===== src/rtl/lane_scorer_pkg.sv =====
// Shared types and constants for the lane scorer: lane FSM states, point
// values, multiplier tiers and the per-lane key scancodes.
package scoring_pkg;

    typedef enum logic [1:0] {
        WAIT  = 2'd0,
        ARMED = 2'd1,
        DONE  = 2'd2
    } lane_state_t;

    localparam int unsigned PTS_GOOD    = 1;
    localparam int unsigned PTS_PERFECT = 2;
    localparam int unsigned MULT_STEP   = 10;
    localparam int unsigned MULT_MAX    = 4;

    localparam int unsigned MAX_LANES = 5;
    // Index 0 is the rightmost entry: lane 0 answers to scancode 0x04.
    localparam logic [MAX_LANES-1:0][7:0] LANE_KEY = {8'h0A, 8'h09, 8'h07, 8'h16, 8'h04};

    // Streak multiplier: one extra tier every MULT_STEP hits, capped at MULT_MAX.
    function automatic logic [2:0] mult_of(input int unsigned combo);
        int unsigned tier;
        tier = 1 + combo / MULT_STEP;
        return (tier > MULT_MAX) ? 3'(MULT_MAX) : 3'(tier);
    endfunction

endpackage


===== src/rtl/lane_scorer_if.sv =====
// Game-side bus of the lane scorer: note/key inputs from the game engine and
// registered score/combo/event outputs back to it.
interface lane_scorer_if #(
    parameter int unsigned NUM_LANES = 5,
    parameter int unsigned Y_W       = 10,
    parameter int unsigned SCORE_W   = 16,
    parameter int unsigned COMBO_W   = 8
);

    logic                           clear;
    logic [7:0]                     keycode;
    logic [NUM_LANES-1:0][Y_W-1:0]  note_y;
    logic [NUM_LANES-1:0]           note_valid;
    logic [SCORE_W-1:0]             score;
    logic [COMBO_W-1:0]             combo;
    logic [COMBO_W-1:0]             max_combo;
    logic [NUM_LANES-1:0]           hit_pulse;
    logic [NUM_LANES-1:0]           miss_pulse;
    logic                           perfect_pulse;

    modport master (
        output clear, keycode, note_y, note_valid,
        input  score, combo, max_combo, hit_pulse, miss_pulse, perfect_pulse
    );

    modport slave (
        input  clear, keycode, note_y, note_valid,
        output score, combo, max_combo, hit_pulse, miss_pulse, perfect_pulse
    );

endinterface


===== src/rtl/lane_scorer_judge.sv =====
// Per-lane WAIT/ARMED/DONE judge: arms on a note entering the hit window and
// flags a hit (with grade) or a miss for the cycle it is decided.
module lane_judge
    import scoring_pkg::*;
#(
    parameter int unsigned Y_W     = 10,
    parameter int unsigned WIN_LO  = 410,
    parameter int unsigned WIN_HI  = 440,
    parameter int unsigned PERF_LO = 420,
    parameter int unsigned PERF_HI = 430,
    parameter logic [7:0]  KEY     = 8'h04
) (
    input  logic           Clk,
    input  logic           Reset_n,
    input  logic           clear_i,
    input  logic [Y_W-1:0] note_y_i,
    input  logic           note_valid_i,
    input  logic [7:0]     keycode_i,
    input  logic           key_edge_i,
    output logic           hit_o,
    output logic           miss_o,
    output logic           perfect_o
);

    localparam logic [Y_W-1:0] WIN_LO_Y  = Y_W'(WIN_LO);
    localparam logic [Y_W-1:0] WIN_HI_Y  = Y_W'(WIN_HI);
    localparam logic [Y_W-1:0] PERF_LO_Y = Y_W'(PERF_LO);
    localparam logic [Y_W-1:0] PERF_HI_Y = Y_W'(PERF_HI);

    lane_state_t state_q;
    logic        in_win;
    logic        past_win;
    logic        below_win;
    logic        in_perf;

    // Events are decoded combinationally so the top can register score and
    // pulses on the same edge that commits the state change.
    // NOTE: every always_comb output is assigned on every path, so no latches.
    always_comb begin
        in_win    = (note_y_i > WIN_LO_Y) && (note_y_i < WIN_HI_Y);
        past_win  = (note_y_i >= WIN_HI_Y);
        below_win = (note_y_i <= WIN_LO_Y);
        in_perf   = (note_y_i >= PERF_LO_Y) && (note_y_i <= PERF_HI_Y);
        hit_o     = note_valid_i && (state_q == ARMED) && !past_win &&
                    (keycode_i == KEY) && key_edge_i;
        miss_o    = note_valid_i && past_win && (state_q != DONE);
        perfect_o = hit_o && in_perf;
    end

    // NOTE: sequential state uses non-blocking assignments only.
    always_ff @(posedge Clk or negedge Reset_n) begin
        if (!Reset_n) begin
            state_q <= WAIT;
        end else if (clear_i || !note_valid_i) begin
            state_q <= WAIT;
        end else begin
            case (state_q)
                WAIT:    if (past_win) state_q <= DONE;
                         else if (in_win) state_q <= ARMED;
                ARMED:   if (past_win || hit_o) state_q <= DONE;
                DONE:    if (below_win) state_q <= WAIT;
                default: state_q <= WAIT;
            endcase
        end
    end

endmodule


===== src/rtl/lane_scorer.sv =====
// Rhythm-game scorer: per-lane judges, key press-edge detection, streak
// multiplier (only when SCORER_MULT_EN is defined) and saturating score/combo.
module lane_scorer
    import scoring_pkg::*;
#(
    parameter int unsigned NUM_LANES = 5,
    parameter int unsigned Y_W       = 10,
    parameter int unsigned SCORE_W   = 16,
    parameter int unsigned COMBO_W   = 8,
    parameter int unsigned WIN_LO    = 410,
    parameter int unsigned WIN_HI    = 440,
    parameter int unsigned PERF_LO   = 420,
    parameter int unsigned PERF_HI   = 430
) (
    input  logic         Clk,
    input  logic         Reset_n,
    lane_scorer_if.slave bus
);

    logic [7:0]           prev_key_q;
    logic [SCORE_W-1:0]   score_q, score_d;
    logic [COMBO_W-1:0]   combo_q, combo_d;
    logic [COMBO_W-1:0]   max_q, max_d;
    logic [NUM_LANES-1:0] hit_q, miss_q;
    logic                 perf_q;

    logic [NUM_LANES-1:0] hits, misses, perfs;
    logic                 key_edge;
    logic                 any_hit, any_miss;
    logic [2:0]           mult;
    logic [3:0]           points;
    logic [SCORE_W:0]     score_sum;

    assign key_edge = (bus.keycode != prev_key_q);

    for (genvar i = 0; i < NUM_LANES; i++) begin : g_lane
        lane_judge #(
            .Y_W     (Y_W),
            .WIN_LO  (WIN_LO),
            .WIN_HI  (WIN_HI),
            .PERF_LO (PERF_LO),
            .PERF_HI (PERF_HI),
            .KEY     (LANE_KEY[i])
        ) u_judge (
            .Clk          (Clk),
            .Reset_n      (Reset_n),
            .clear_i      (bus.clear),
            .note_y_i     (bus.note_y[i]),
            .note_valid_i (bus.note_valid[i]),
            .keycode_i    (bus.keycode),
            .key_edge_i   (key_edge),
            .hit_o        (hits[i]),
            .miss_o       (misses[i]),
            .perfect_o    (perfs[i])
        );
    end

    // Lanes have distinct keys, so at most one hit can occur per cycle.
    always_comb begin
        any_hit  = |hits;
        any_miss = |misses;
`ifdef SCORER_MULT_EN
        mult = mult_of(32'(combo_q));
`else
        mult = 3'd1;
`endif
        points    = any_hit ? 4'((|perfs) ? PTS_PERFECT : PTS_GOOD) * 4'(mult) : 4'd0;
        score_sum = {1'b0, score_q} + (SCORE_W+1)'(points);
        score_d   = score_sum[SCORE_W] ? '1 : score_sum[SCORE_W-1:0];

        // A miss anywhere breaks the streak; a simultaneous hit restarts it at 1.
        if (any_miss)
            combo_d = any_hit ? COMBO_W'(1) : '0;
        else if (any_hit && (combo_q != '1))
            combo_d = combo_q + COMBO_W'(1);
        else
            combo_d = combo_q;

        max_d = (combo_d > max_q) ? combo_d : max_q;
    end

    always_ff @(posedge Clk or negedge Reset_n) begin
        if (!Reset_n) begin
            prev_key_q <= '0;
            score_q    <= '0;
            combo_q    <= '0;
            max_q      <= '0;
            hit_q      <= '0;
            miss_q     <= '0;
            perf_q     <= 1'b0;
        end else if (bus.clear) begin
            prev_key_q <= '0;
            score_q    <= '0;
            combo_q    <= '0;
            max_q      <= '0;
            hit_q      <= '0;
            miss_q     <= '0;
            perf_q     <= 1'b0;
        end else begin
            prev_key_q <= bus.keycode;
            score_q    <= score_d;
            combo_q    <= combo_d;
            max_q      <= max_d;
            hit_q      <= hits;
            miss_q     <= misses;
            perf_q     <= |perfs;
        end
    end

    assign bus.score         = score_q;
    assign bus.combo         = combo_q;
    assign bus.max_combo     = max_q;
    assign bus.hit_pulse     = hit_q;
    assign bus.miss_pulse    = miss_q;
    assign bus.perfect_pulse = perf_q;

endmodule

===== src/flat_wrapper.sv =====
// flat-port wrapper written by rule: the top's interface ports become plain ports
module lane_scorer_flat import scoring_pkg::*;
#(
    parameter int unsigned NUM_LANES = 5,
    parameter int unsigned Y_W       = 10,
    parameter int unsigned SCORE_W   = 16,
    parameter int unsigned COMBO_W   = 8,
    parameter int unsigned WIN_LO    = 410,
    parameter int unsigned WIN_HI    = 440,
    parameter int unsigned PERF_LO   = 420,
    parameter int unsigned PERF_HI   = 430
)
  (Clk, Reset_n, bus_clear, bus_keycode, bus_note_y, bus_note_valid, bus_score, bus_combo, bus_max_combo, bus_hit_pulse, bus_miss_pulse, bus_perfect_pulse);
  lane_scorer_if #(.NUM_LANES(NUM_LANES), .Y_W(Y_W), .SCORE_W(SCORE_W), .COMBO_W(COMBO_W)) bus_i ();
  input  logic Clk;
  input  logic Reset_n;
  input wire logic [$bits(bus_i.clear)-1:0] bus_clear;
  input wire logic [$bits(bus_i.keycode)-1:0] bus_keycode;
  input wire logic [$bits(bus_i.note_y)-1:0] bus_note_y;
  input wire logic [$bits(bus_i.note_valid)-1:0] bus_note_valid;
  output wire logic [$bits(bus_i.score)-1:0] bus_score;
  output wire logic [$bits(bus_i.combo)-1:0] bus_combo;
  output wire logic [$bits(bus_i.max_combo)-1:0] bus_max_combo;
  output wire logic [$bits(bus_i.hit_pulse)-1:0] bus_hit_pulse;
  output wire logic [$bits(bus_i.miss_pulse)-1:0] bus_miss_pulse;
  output wire logic [$bits(bus_i.perfect_pulse)-1:0] bus_perfect_pulse;
  assign bus_i.clear = bus_clear;
  assign bus_i.keycode = bus_keycode;
  assign bus_i.note_y = bus_note_y;
  assign bus_i.note_valid = bus_note_valid;
  assign bus_score = bus_i.score;
  assign bus_combo = bus_i.combo;
  assign bus_max_combo = bus_i.max_combo;
  assign bus_hit_pulse = bus_i.hit_pulse;
  assign bus_miss_pulse = bus_i.miss_pulse;
  assign bus_perfect_pulse = bus_i.perfect_pulse;
  lane_scorer #(.NUM_LANES(NUM_LANES), .Y_W(Y_W), .SCORE_W(SCORE_W), .COMBO_W(COMBO_W), .WIN_LO(WIN_LO), .WIN_HI(WIN_HI), .PERF_LO(PERF_LO), .PERF_HI(PERF_HI)) u_core (.Clk(Clk), .Reset_n(Reset_n), .bus(bus_i));
endmodule

===== config.mk =====
export PLATFORM = sky130hd
export DESIGN_NAME = lane_scorer_flat
export DESIGN_NICKNAME = d
export VERILOG_FILES = /design/src/rtl/lane_scorer_pkg.sv /design/src/rtl/lane_scorer_if.sv /design/src/rtl/lane_scorer_judge.sv /design/src/rtl/lane_scorer.sv /design/src/flat_wrapper.sv
export SDC_FILE = /design/constraint.sdc
export NUM_CORES = 1
export LEC_CHECK = 0
export BUFFER_PORTS_ARGS = -buffer_cell sky130_fd_sc_hd__buf_2
export CORE_MARGIN = 2
export CORE_UTILIZATION = 56
export CTS_CLUSTER_DIAMETER = 200
export DETAILED_ROUTE_END_ITERATION = 10
export PLACE_DENSITY = 0.89
export RECOVER_POWER = 50
export SYNTH_ARGS = -nofsm -noshare
export SYNTH_HDL_FRONTEND = slang
export SYNTH_SLANG_ARGS = --single-unit

===== constraint.sdc =====
create_clock -name Clk -period 7.5 [get_ports Clk]
set_input_delay 1.125 -clock Clk [delete_from_list [all_inputs] [get_ports Clk]]
set_output_delay 1.125 -clock Clk [all_outputs]
set_load 0.05 [all_outputs]

==> results of run 1 <==
==> registers in the layout (all words and copies together) (netlist names) <==
signal                         count
u_core.g_lane.u_judge.state_q     10
u_core.bus.max_combo               8
u_core.bus.perfect_pulse           1
u_core.bus.hit_pulse               5
u_core.bus.miss_pulse              5
u_core.prev_key_q                  8
u_core.bus.score                  16
u_core.bus.combo                   8
==> worst max-delay path: stages <==
cell and delay [ps]:
buf_2 130, xor2_1 170, nor4_1 530, a21oi_1 220, nand2_1 160, o32a_1 180
o311a_1 250, inv_1 80, nor2_1 110, ha_1 180, inv_1 60, fa_1 410
and4bb_2 390, and3_1 220, nand4_1 480, a21oi_1 300
==> kinds of logic after synthesis <==
group / Yosys count
AO/OA/AOI/OAI: 92
XOR/XNOR: 23
adder cells (fa/ha/maj): 12
buffers and inverters: 26
flip-flops: 61
multiplexers: 4
AND/OR/NAND/NOR: 167
==> layer usage <==
layer | track usage | vias to the layer above | routed length [µm]
met5 | 0 | - | 0
met4 | 0.1386 | 0 | 217
met3 | 0.05964 | 20 | 603
met2 | 0.4619 | 120 | 4577
met1 | 0.3335 | 1673 | 3761
li1 | - | 1631 | -
==> worst paths after layout <==
path	slack, ps	startpoint	endpoint	cells past startpoint
worst max-delay path	2760	bus_keycode[6]	u_core.bus.score[5]$_DFF_PN0_	16
worst min-delay path	480	u_core.g_lane[0].u_judge.state_q[1]$_DFFE_PN0P_	u_core.g_lane[0].u_judge.state_q[0]$_DFFE_PN0P_	1
worst max register to register	3300	u_core.prev_key_q[6]$_DFF_PN0_	u_core.bus.score[5]$_DFF_PN0_	15
worst min register to register	480	u_core.g_lane[0].u_judge.state_q[1]$_DFFE_PN0P_	u_core.g_lane[0].u_judge.state_q[0]$_DFFE_PN0P_	1
max in group asynchronous	3690	Reset_n	u_core.prev_key_q[6]$_DFF_PN0_	2
min in group asynchronous	1970	Reset_n	u_core.bus.hit_pulse[0]$_DFF_PN0_	2
==> synth_stat cells, drive strengths merged (2+ instances only) <==
library cell,number,area share
dfrtp,61,0.43
nor2,47,0.050
a21oi,30,0.043
nand2,28,0.030
inv,20,0.021
xor2,19,0.047
o21ai,18,0.027
nand3,13,0.018
nor2b,13,0.023
nand4,12,0.023
nor3,12,0.017
a31oi,11,0.024
ha,11,0.039
nand2b,10,0.021
nor4,6,0.011
and3,5,0.0089
clkbuf,4,0.0043
nand3b,4,0.0085
o2111ai,4,0.012
o211ai,4,0.0085
xnor2,4,0.0099
a2111oi,3,0.0074
a21o,3,0.0064
mux2i,3,0.0085
nor4b,3,0.0074
o21bai,3,0.0064
and2,2,0.0035
and4,2,0.0050
buf,2,0.0021
nand4b,2,0.0050
nor3b,2,0.0043
o22a,2,0.0050
o32a,2,0.0057
==> stage by stage <==
step                      setup WS (ps)  power (µW)    util  std cells
after floorplan                    3312       389.4       -        385
after global placement             2775       429.7  0.6928        563
after detailed placement           2458       433.4  0.6928        563
after CTS                          2815       795.8  0.7341        579
after global routing               2391       821.5  0.7316        579
final                              2755       797.8  0.7316        579
==> final cells by class <==
class                   count  area share
clock buffers              10     0.03140
clock inverters             6     0.02512
inverters                  20     0.01713
multi-input cells         298      0.4351
flip-flops and latches     61      0.3483
well taps                  75     0.02141
repair buffers            109      0.1216
==> power breakdown <==
| part | internal, µW | switching, µW |
|---|---|---|
| logic | 32.2 | 56.3 |
| clock network | 229 | 141 |
| registers | 335 | 3.87 |
==> out/qor.yml, run 1 <==
power_and_ir_drop:
  peakVddDrop_mv: 0.1296
  power_leakage_uw: 0.002085
  power.density_nw_per_um2: 182.0
detailed_routing:
  drt.antenna.violating_nets: 0
  drcViolationCount: 0
  wl_per_cell_um: 15.82
  wl_mm: 9.160
  drt_iter0_drc: 184
  dr.pass1.iters: 4
  via_count: 3444
  via_per_inst: 5.948
placed_design:
  dpl-instance-area_um2: 4150
  io_buffers: 108
  dp_hpwl_mm: 6.809
  routabilityCongestion: 0.9064
clock_network:
  cts_sinks: 61
  ctsResizeCount: 0
  htree_levels: 3
  clk_latency_ps: 360
  cts_hold_buf: 0
  numCtsBuffers: 9
  path_clk_slew_ps: 70
  cts_setup_buffers: 0
  cts_tree: "yes"
  cts_buffer_depth: 2
  cts_root_buf: "clkbuf_8"
cells_and_area:
  nNetsFinal: 577
  multi_input_area_um2: 1907
  diodes: 0
  fillers: 433
  regArea_um2: 1526
  fin_area_um2: 4383
  final_layout_size_suffix_gt1_frac: 0.2540
  final_cell_mix: "99 x buf_2, 61 x dfrtp_1, 47 x nor2_1"
  areaGrowthSynthToFinish_pct: 24.13
  final_common_cell: "buf_2"
outcome:
  violations: "max-capacitance violations, max-slew violations"
  status: "complete, but fails checks"
timing:
  rsz0062_at_grt: "false"
  worst_pin_slew_ps: 3287
  finalCriticalPeriod_ps: 4745
  finClkSkew_ps: 9.038
  finalCritPeriodShare: 0.6327
  max_freq_ghz: 0.2107
  hold_ws_ps: 482.4
  slew_violations: 103
  final-hold-violation-count: 0
  slew_headroom: -1.191
  setup_tns_ps: 0
  setup_violations: 0
synth:
  async_flop_share: 1.000
  synth_fa_ha_area_frac: 0.04465
  synth_area_um2: 3531
  syn_nets: 463
  synthMuxAreaShare: 0.01276
  synth-seq-cells: 61
  syn_avg_cell_area_um2: 9.171
  synth_edf_count: 0
  yosys_warnings: 0
  yosys.area_share.simple: 0.2516
  synth_top_family_by_area: "simple AND/OR/NAND/NOR gates"
  ys_types: 60
  synth_xor_xnor_area_share: 0.05705
  synth_cells: 385
  synth_compound_area_frac: 0.1740
  ys.flop_type: "dfrtp_1"
  ys_seq_area_frac: 0.4323
global_route:
  antenna_found_initial: 0
  grt_pass1_wl_mm: 15.45
  grt_usage: 0.2751
  grt_start_max_net_pins: 62
  grt_overflow: 0
  grt_pass1_vias: 3343
floorplan:
  dieArea_um2: 6956
  io_pins: 109
  initial_core_util: 0.5894
  die_x_um: 83.41
  row_count: 28
  core_area_um2: 5991
  fp.dieH_um: 83.41
setup_path:
  required_ps: 7750
  worst_setup_path_end_kind: "flop"
  critPathArrivalTime_ps: 5000
  crit_fanout: 13
  worst-setup-path-type: "in2reg"
  startpoint_type: "input pin"
run:
  maxCapViolations: 2
worst_hold_path:
  hold_path.class: "reg2reg"
(Power assumes the default switching activity.)
==> run 2: changes to the inputs <==
--- a/config.mk
+++ b/config.mk
@@ -7,10 +7,10 @@
 export LEC_CHECK = 0
 export BUFFER_PORTS_ARGS = -buffer_cell sky130_fd_sc_hd__buf_2
 export CORE_MARGIN = 2
-export CORE_UTILIZATION = 56
+export CORE_UTILIZATION = 47
 export CTS_CLUSTER_DIAMETER = 200
 export DETAILED_ROUTE_END_ITERATION = 10
-export PLACE_DENSITY = 0.89
+export PLACE_DENSITY = 0.8
 export RECOVER_POWER = 50
 export SYNTH_ARGS = -nofsm -noshare
 export SYNTH_HDL_FRONTEND = slang
==> constraint.sdc (replaced) <==
create_clock -name Clk -period 4.1 [get_ports Clk]
set_input_delay 0.615 -clock Clk [delete_from_list [all_inputs] [get_ports Clk]]
set_output_delay 0.615 -clock Clk [all_outputs]
set_load 0.05 [all_outputs]
==> run 2 against run 1 <==
  * The run still ends with max-capacitance violations, max-slew violations left
  * Core utilization decreased by 12 points
  * Die area is 18% higher
  * First-iteration DRC count shrank 17%
  * Clock skew decreased by 1.1 ps
  * Via count decreased by 0.61%
  * Total power grew 65%
  * Non-clock buffer count up 13
  * Sequential power rose by 83%
  * Sequential share of layout area down 0.56 points
  * Clock power grew 43%
  * Worst hold slack worse by 4.8 ps
  * Critical endpoint is now u_core.bus.score[10]$_DFF_PN0_
  * Largest cell class unchanged
==> out/qor.yml, run 2 (synthesis results as in run 1) <==
setup_path:
  slowest_delay_ps: 440
  startpoint_type: "input pin"
  cp_cell_sequence: "buf_2, xor2_1, nor4_1, a21bo_2, nor2_1, o2111ai_1, o311a_1, inv_1, nor2_1, ha_1, inv_1, fa_1, and4bb_2, and3_1, nand4_1, buf_4, a21oi_1"
  cp_num_buf_inv: 4
  required_ps: 4330
  worst_setup_path_end_kind: "flop"
  worst-setup-path-type: "in2reg"
  rrSetupSlack_ps: 330
  crit_fanout: 12
  critical_path.top_delay_family: "simple AND/OR/NAND/NOR gates"
  crit_slowest_cell: "nor4_1"
  critPathArrivalTime_ps: 4040
timing:
  slew_headroom: -0.4460
  slew_violations: 82
  rsz0062_at_grt: "false"
  finClkSkew_ps: 7.921
  setup_violations: 0
  finalCriticalPeriod_ps: 3813
  final-hold-violation-count: 0
  finalCritPeriodShare: 0.9300
  max_freq_ghz: 0.2623
  worst_pin_slew_ps: 2169
  setup_ws_ps: 286.9
global_route:
  grt_usage: 0.2298
  grt_overflow: 0
  grt_pass1_vias: 3334
  grt_pass1_wl_mm: 15.39
  antenna_found_initial: 0
  grt_start_max_net_pins: 41
detailed_routing:
  drcViolationCount: 0
  via_count: 3423
  drt.antenna.violating_nets: 0
  wl_per_cell_um: 14.67
  wl_mm: 9.036
  via_per_inst: 5.557
  drt_iter0_drc: 153
  dr.pass1.iters: 4
floorplan:
  fp.dieH_um: 90.68
  row_count: 31
  initial_core_util: 0.4868
  io_pins: 109
  dieArea_um2: 8222
  die_x_um: 90.68
  core_area_um2: 7253
clock_network:
  cts_setup_buffers: 0
  clk_latency_ps: 340
  cts_tree: "yes"
  cts_hold_buf: 0
  htree_levels: 3
  cts_buffer_depth: 2
  cts_sinks: 61
  ctsResizeCount: 0
  numCtsBuffers: 9
  path_clk_slew_ps: 70
  cts_root_buf: "clkbuf_8"
cells_and_area:
  final_common_cell: "buf_2"
  areaGrowthSynthToFinish_pct: 26.15
  diodes: 0
  final_cell_mix: "99 x buf_2, 61 x dfrtp_1, 47 x nor2_1"
  final_cells: 616
  final_layout_size_suffix_gt1_frac: 0.2708
  largest_register_ffs: 16
  nNetsFinal: 590
placed_design:
  routabilityCongestion: 0.9038
  io_buffers: 108
  dp_hpwl_mm: 6.961
  place_ws_ps: -36.94
  place_inst: 600
run:
  maxCapViolations: 2
worst_hold_path:
  hold_path.class: "reg2reg"
outcome:
  violations: "max-capacitance violations, max-slew violations"
  status: "complete, but fails checks"
power_and_ir_drop:
  peakVddDrop_mv: 0.1438
  power.density_nw_per_um2: 295.2
  power_leakage_uw: 0.002128
run 2: changes by cell type in the layout (fill, tap and decap cells not counted):
cell | before | now
buf_4 | 0 | 13
bufinv_16 | 3 | 1
clkbuf_1 | 10 | 11
clkinvlp_4 | 2 | 0
clkinv_2 | 1 | 4
run 2: final timing paths:
check	startpoint	end	cells past startpoint
max	bus_keycode[4]	u_core.bus.score[10]$_DFF_PN0_	17
min	u_core.g_lane[0].u_judge.state_q[1]$_DFFE_PN0P_	u_core.g_lane[0].u_judge.state_q[0]$_DFFE_PN0P_	1
max reg2reg	u_core.prev_key_q[7]$_DFF_PN0_	u_core.bus.score[10]$_DFF_PN0_	16
min reg2reg	u_core.g_lane[0].u_judge.state_q[1]$_DFFE_PN0P_	u_core.g_lane[0].u_judge.state_q[0]$_DFFE_PN0P_	1
max in group asynchronous	Reset_n	u_core.bus.score[5]$_DFF_PN0_	2
min in group asynchronous	Reset_n	u_core.bus.miss_pulse[1]$_DFF_PN0_	1
run 2: layout make-up:
type | instances | area [µm²]
multi-input combinational | 298 | 1907
fill | 663 | 2799
sequential | 61 | 1526
clock inverter | 5 | 50.05
clock buffer | 11 | 141.4
timing repair buffer | 122 | 630.6
tap | 99 | 123.9
inverter | 20 | 75.07
run 2: metrics by stage:
stage / utilization / hold WS, ps / cell area [µm²] / power (µW) / TNS [ps]
detailed placement: 0.5898 / 463.5 / 4278 / 798.8 / -251.7
global route: 0.6141 / 492.6 / 4454 / 1374 / 0
global placement: 0.5898 / 445.9 / 4278 / 793.0 / 0
CTS: 0.6162 / 439.5 / 4469 / 1325 / 0
finish: 0.6141 / 477.5 / 4454 / 1315 / 0
floorplan: - / 319.4 / 3531 / 712.3 / 0
run 2: report_power, final:
| group | internal, µW | switching (µW) | leakage (µW) |
|---|---|---|---|
| Combinational | 63.3 | 103 | 0.00119 |
| Sequential | 613 | 7.36 | 0.000837 |
| Clock | 293 | 235 | 0.000103 |
| Total | 970 | 345 | 0.00213 |
run 2: metal layers:
layer  up-vias  GRT usage  wire [µm]
met1      1649     0.2989       3987
met2       111     0.3887       4455
met4         0    0.06026         89
met5         -          0          0
li1       1654          -          -
met3         9    0.05008        504
